<file path="config.mk">
export PLATFORM = sky130hd
export DESIGN_NAME = multicycle_ctrl
export DESIGN_NICKNAME = d
export VERILOG_FILES = /design/src/rtl/multicycle_ctrl.sv
export SDC_FILE = /design/constraint.sdc
export NUM_CORES = 1
export LEC_CHECK = 0
export CAP_MARGIN = 40
export CORE_UTILIZATION = 34
export DETAILED_ROUTE_END_ITERATION = 7
export PLACE_DENSITY = 0.77
export RECOVER_POWER = 100
export SYNTH_ARGS = -nofsm -noshare
export SYNTH_HDL_FRONTEND = slang
export SYNTH_SLANG_ARGS = --single-unit
</file>
<file path="constraint.sdc">
create_clock -name clk -period 1.55 [get_ports clk]
set_input_delay 0.31 -clock clk [delete_from_list [all_inputs] [get_ports clk]]
set_output_delay 0.31 -clock clk [all_outputs]
set_load 0.01 [all_outputs]
</file>
<file path="src/rtl/multicycle_ctrl.sv">
// Main control FSM for the multi-cycle MIPS datapath: opcode decode, ALUop and datapath strobes.
// Optional JUMP state is built only when MULTICYCLE_JUMP_EN is defined.
module multicycle_ctrl #(
  parameter logic [5:0] OP_R   = 6'b000000,
  parameter logic [5:0] OP_LW  = 6'b100011,
  parameter logic [5:0] OP_SW  = 6'b101011,
  parameter logic [5:0] OP_BEQ = 6'b000100,
  parameter logic [5:0] OP_J   = 6'b000010
) (
  input  logic       clk,
  input  logic       rst_n,
  input  logic [5:0] opcode,
  input  logic       Zero,
  input  logic       mem_ready,
  output logic [1:0] ALUop,
  output logic       ALUSrcA,
  output logic [1:0] ALUSrcB,
  output logic [1:0] PCSource,
  output logic       PCWrite,
  output logic       IorD,
  output logic       MemRead,
  output logic       MemWrite,
  output logic       IRWrite,
  output logic       RegWrite,
  output logic       RegDst,
  output logic       MemtoReg,
  output logic       illegal_op,
  output logic [3:0] state
);

  typedef enum logic [3:0] {
    S_IDLE   = 4'd0,
    S_FETCH  = 4'd1,
    S_DECODE = 4'd2,
    S_MEMADR = 4'd3,
    S_MEMRD  = 4'd4,
    S_MEMWB  = 4'd5,
    S_MEMWR  = 4'd6,
    S_EXEC   = 4'd7,
    S_RWB    = 4'd8,
    S_BRANCH = 4'd9,
    S_JUMP   = 4'd10
  } state_e;

  state_e state_q, state_d;

  always_ff @(posedge clk or negedge rst_n) begin
    if (!rst_n) state_q <= S_IDLE;
    else        state_q <= state_d;
  end

  assign state = state_q;

  always_comb begin
    state_d    = state_q;
    ALUop      = 2'b00;
    ALUSrcA    = 1'b0;
    ALUSrcB    = 2'b00;
    PCSource   = 2'b00;
    PCWrite    = 1'b0;
    IorD       = 1'b0;
    MemRead    = 1'b0;
    MemWrite   = 1'b0;
    IRWrite    = 1'b0;
    RegWrite   = 1'b0;
    RegDst     = 1'b0;
    MemtoReg   = 1'b0;
    illegal_op = 1'b0;

    case (state_q)
      S_IDLE: state_d = S_FETCH;

      // PC+4 is written back in the same cycle the instruction lands in IR
      S_FETCH: begin
        MemRead = 1'b1;
        ALUSrcB = 2'b01;
        IRWrite = mem_ready;
        PCWrite = mem_ready;
        if (mem_ready) state_d = S_DECODE;
      end

      S_DECODE: begin
        ALUSrcB = 2'b11;
        if (opcode == OP_LW || opcode == OP_SW) begin
          state_d = S_MEMADR;
        end else if (opcode == OP_R) begin
          state_d = S_EXEC;
        end else if (opcode == OP_BEQ) begin
          state_d = S_BRANCH;
`ifdef MULTICYCLE_JUMP_EN
        end else if (opcode == OP_J) begin
          state_d = S_JUMP;
`else
        end else if (opcode == OP_J) begin
          state_d    = S_FETCH;
          illegal_op = 1'b1;
`endif
        end else begin
          state_d    = S_FETCH;
          illegal_op = 1'b1;
        end
      end

      S_MEMADR: begin
        ALUSrcA = 1'b1;
        ALUSrcB = 2'b10;
        state_d = (opcode == OP_SW) ? S_MEMWR : S_MEMRD;
      end

      S_MEMRD: begin
        MemRead = 1'b1;
        IorD    = 1'b1;
        if (mem_ready) state_d = S_MEMWB;
      end

      S_MEMWB: begin
        RegWrite = 1'b1;
        MemtoReg = 1'b1;
        state_d  = S_FETCH;
      end

      S_MEMWR: begin
        MemWrite = 1'b1;
        IorD     = 1'b1;
        if (mem_ready) state_d = S_FETCH;
      end

      S_EXEC: begin
        ALUSrcA = 1'b1;
        ALUop   = 2'b10;
        state_d = S_RWB;
      end

      S_RWB: begin
        RegWrite = 1'b1;
        RegDst   = 1'b1;
        state_d  = S_FETCH;
      end

      // Zero must be settled before the edge; the branch decision is not registered
      S_BRANCH: begin
        ALUSrcA  = 1'b1;
        ALUop    = 2'b01;
        PCSource = 2'b01;
        PCWrite  = Zero;
        state_d  = S_FETCH;
      end

`ifdef MULTICYCLE_JUMP_EN
      S_JUMP: begin
        PCSource = 2'b10;
        PCWrite  = 1'b1;
        state_d  = S_FETCH;
      end
`endif

      default: state_d = S_FETCH;
    endcase
  end

endmodule

</file>
==> qor.csv, run 1 <==
stage,metric,value,unit
sta,worstEpCategory,primary output,
synthesis,synth_cell_types,32,
synthesis,avgSynthCellArea,7.229,um^2
synthesis,synth_area_leaders,"dfrtp_1 22%, nand2b_1 8.2%, nor2_1 7.4%",
run_status,status,did not finish,
synthesis,synth_top_area_frac,0.2198,
place,io_buffers,28,
clocking,cts_root_buf,clkbuf_4,
sta,grt-worst-endpoint,illegal_op,
clocking,cts_buffer_depth,2,
synthesis,yosysMostFrequentCell,nor2_1,
grt,grt_start_max_net_pins,8,
place,dp_hpwl,1280,um
synthesis,async_reset_ff_frac,1.000,
synthesis,synth-seq-cells,4,
grt,antenna_found_initial,0,
floorplanning,rows,12,
run_status,stop_stage,global routing,
clocking,numCtsBuffers,3,
clocking,cts.sinks,4,
floorplanning,die_y,38.60,um
place,place.gp.congestion,0.8207,
synthesis,syn_nets,73,
synthesis,synth_area,455.4,um^2
floorplanning,die_x,38.60,um
synthesis,yosysTopAreaCell,dfrtp_1,
synthesis,synth_cells,63,
floorplanning,io_pins,30,
clocking,htreeDepth,1,
synthesis,synth_ff_type,dfrtp_1,
clocking,holdBufCountCts,0,
synthesis,synth_edf_count,0,
synthesis,yosys_warnings,0,
run_status,firstError,[ERROR DPL-0033] detailed placement checks failed during check placement.,
synthesis,synth_common_cells,"9 x nor2_1, 6 x nand2b_1, 4 x clkbuf_1, 4 x dfrtp_1, 4 x nor3_1",
place,placed_area,914.6,um^2
synthesis,ys_seq_area_frac,0.2198,
floorplanning,initial_core_util,0.3889,
-- timing repair --
item / in CTS
gates cloned: 0
endpoints found under the setup margin: 22
pin swaps: 11
resized for setup: 108
buffers inserted: 11
-- per-stage QoR --
step,setup slack [ps],TNS [ps],instances
after floorplan,-23.18,-23.18,63
after global placement,-662.1,-5548,123
after detailed placement,-683.2,-5871,123
after CTS,-192.5,-1014,137
-- cell families after synthesis --
kind of cell / share of synthesized area
simple gates: 0.4259
buf+inv: 0.08240
other cells: 0.008234
xor+xnor: 0.01923
flops: 0.2198
mux: 0.06868
compound gates: 0.1758
==> run 2: changes to the inputs <==
--- a/config.mk
+++ b/config.mk
@@ -6,9 +6,10 @@
 export NUM_CORES = 1
 export LEC_CHECK = 0
 export CAP_MARGIN = 40
-export CORE_UTILIZATION = 34
+export CORE_AREA = 2 2 63 65
 export DETAILED_ROUTE_END_ITERATION = 7
-export PLACE_DENSITY = 0.77
+export DIE_AREA = 0 0 65 67
+export PLACE_DENSITY_LB_ADDON = 0.15
 export RECOVER_POWER = 100
 export SYNTH_ARGS = -nofsm -noshare
 export SYNTH_HDL_FRONTEND = slang
==> qor.csv, run 2 <==
stage,metric,value,unit,change
run_status,status,finished with violations,,
run_status,violations,negative setup slack,,
synthesis,yosysTopAreaCell,dfrtp_1,,
synthesis,synth_cell_types,32,,unchanged
place,dp_hpwl,1441,um,+13%
route,drtAntennaViolNets,0,,
sta,rsz0062_at_grt,true,,
flow_run,drv_cap,0,,
sta,hold_slack,361.7,ps,
synthesis,synth_area_leaders,"dfrtp_1 22%, nand2b_1 8.2%, nor2_1 7.4%",,
route,drt-total-wl,2055,um,
sta,fin_skew,1.071,ps,
place,io_buffers,28,,unchanged
synthesis,synth_cells,63,,unchanged
place,preCtsSetupSlack,-697.7,ps,-14.42 ps
synthesis,async_reset_ff_frac,1.000,,unchanged
setup_path,ff2ff_path_depth,3,,
setup_path,crit_chain,nand2b_4 -> or3_4 -> nor3_2 -> buf_2,,
cells_and_area,finalNetCount,134,,
setup_path,slowest_delay,390,ps,
synthesis,synth_edf_count,0,,unchanged
floorplanning,die_y,67,um,+74%
floorplanning,rows,22,,+10
pwr,p_per_area,1714,nW/um^2,
route,vias_per_cell,4.100,,
synthesis,synth_top_area_frac,0.2198,,unchanged
sta,fin_crit,1732,ps,
synthesis,syn_nets,73,,unchanged
sta,slew_viol_final,0,,
setup_path,arrival,1420,ps,
synthesis,synth_common_cells,"9 x nor2_1, 6 x nand2b_1, 4 x clkbuf_1, 4 x dfrtp_1, 4 x nor3_1",,
setup_path,worstSetupPathType,reg -> out,,
clocking,htreeDepth,1,,unchanged
route,drc,0,,
grt,antenna_found_initial,0,,
setup_path,reg2reg_slack,40,ps,
cells_and_area,fin_cells,170,,
setup_path,crit_fanout,3,,
sta,setup_violations,13,,
setup_path,endpoint,illegal_op,,
synthesis,synth-seq-cells,4,,unchanged
pwr,sequentialPowerShare,0.119,,
place,place.gp.congestion,0.6916,,-16%
pwr,internal_power,1.160,mW,
sta,hold_violations,0,,
cells_and_area,ff_latch_area,103.9,um^2,
route,drt_iter0_markers,7,,
pwr,p_sw,0.8257,mW,
pwr,p_leak,0.5537,nW,
cells_and_area,area_delta_synth_final,154.4,%,
hold_path,hold_path.class,in -> async,,
floorplanning,design.die.area,4355,um^2,
grt,grt_usage,0.1040,,
synthesis,synth_ff_type,dfrtp_1,,
cells_and_area,final_cell_mix,"22 x buf_4, 14 x buf_2, 11 x buf_6",,
synthesis,avgSynthCellArea,7.229,um^2,unchanged
clocking,clk_pin_slew_worst_paths,30,ps,
setup_path,r2r_start,state[3],,
clocking,cts_root_buf,clkbuf_8,,
setup_path,cp_slowest_cell,dfrtp_1,,
synthesis,yosysMostFrequentCell,nor2_1,,
clocking,cts_tree,yes,,
grt,grt_pass1_wl,3470,um,
cells_and_area,largest_reg_flops,4,,
place,dp.cells,158,,+28%
route,wl_per_cell,12.09,um,
synthesis,ys_seq_area_frac,0.2198,,unchanged
synthesis,synth_area,455.4,um^2,unchanged
pwr,power,1.986,mW,
route,num_vias,697,,
cells_and_area,fill_cells,410,,
grt,grt-ovfl-total,0,,
setup_path,critPathLaunch,state[0],,
grt,grt_pass1_vias,742,,
route,drtPass1Iterations,2,,
floorplanning,core_area,3606,um^2,
setup_path,crit_path_end_kind,output pin,,
cells_and_area,multi_input_area,460.4,um^2,
pwr,clockPowerShare,0.108,,
cells_and_area,drive_above_1_share,0.6967,,
synthesis,yosys_warnings,0,,unchanged
cells_and_area,final_common_cell,buf_4,,
clocking,numCtsBuffers,3,,unchanged
grt,grt_start_max_net_pins,9,,
cells_and_area,diodes,0,,
floorplanning,io_pins,30,,unchanged
clocking,clock_latency,210,ps,
floorplanning,die_x,65,um,+68%
floorplanning,initial_core_util,0.1263,,-0.2626
setup_path,critical_path.startpoint_type,register,,
sta,period_share,1.118,,
pwr,netSwitchingFraction,0.4157,,
clocking,cts.sinks,4,,unchanged
sta,fmax,577.3,MHz,
clocking,cts_buffer_depth,2,,unchanged
pwr,comb_power_share,0.773,,
pwr,ir_drop,0.7013,mV,
setup_path,rr_endpoint,state[1],,
setup_path,crit_required,1240,ps,
sta,fin_ws,-182.3,ps,
## run 2: cell counts after synthesis
Identical to the previous run, type by type.
## run 2: final cells by class
class / instances / share of cell area
inverters: 3 / 0.009719
repair buffers: 62 / 0.4158
multi-input cells: 50 / 0.3974
well taps: 48 / 0.05184
clock buffers: 3 / 0.03564
flip-flops and latches: 4 / 0.08963
## run 2: kinds of logic (layout without fill, tap and decap cells)
logic type	Yosys count	in the layout	synth area share
AND/OR/NAND/NOR	34	34	0.4259
AO/OA/AOI/OAI	11	11	0.1758
buffers and inverters	9	68	0.08240
flip-flops	4	4	0.2198
multiplexers	3	3	0.06868
other	1	1	0.008234
XOR/XNOR	1	1	0.01923
## run 2: what timing repair did
item,4_1_cts,5_1_grt
endpoints found under the hold margin,0,0
setup buffers,6,5
pin swaps,9,7
hold buffers,0,0
endpoints found under the setup margin,22,20
gates resized for setup,100,31
## run 2: metrics by stage
step | setup TNS (ps) | util | area, um^2
after floorplan | -23.18 | - | 465.4
after global placement | -6303 | 0.2675 | 964.7
after detailed placement | -6234 | 0.2675 | 964.7
after CTS | -1145 | 0.2998 | 1081
after global routing | -2324 | 0.3213 | 1159
final | -1270 | 0.3213 | 1159
## run 2: routing by layer
layer  vias to the layer above  track usage  wire length, um
met4                         0      0.05585               38
met2                        23       0.1804              978
met1                       330       0.1250              925
li1                        340            -                -
met5                         -            0                0
met3                         4      0.01182              113
## run 2: how the worst min path moves through the flow
stage / slack (ps) / end / from
final: 360 / state[0] / rst_n
after global routing: 380 / state[0] / rst_n
after CTS: 290 / state[3] / rst_n
after detailed placement: 520 / state[3] / rst_n
after global placement: 520 / state[3] / rst_n
after floorplan: 10 / state[0] / rst_n
## run 2: power by group through the flow
stage               Combinational (mW)  Sequential [mW]  Clock (mW)
finish                            1.54            0.236       0.214
global route                      1.68            0.247       0.231
CTS                               1.36            0.233       0.223
detailed placement                1.30            0.213           0
global placement                  1.30            0.215           0
floorplan                        0.558            0.221           0
## run 2: critical path: cells and delay by family, from the launching register on
kind / cells / cell delay (ps)
buf+inv: 1 / 150
flops: 1 / 390
simple gates: 3 / 660
No activity file was read; power rests on OpenSTA's default activity.
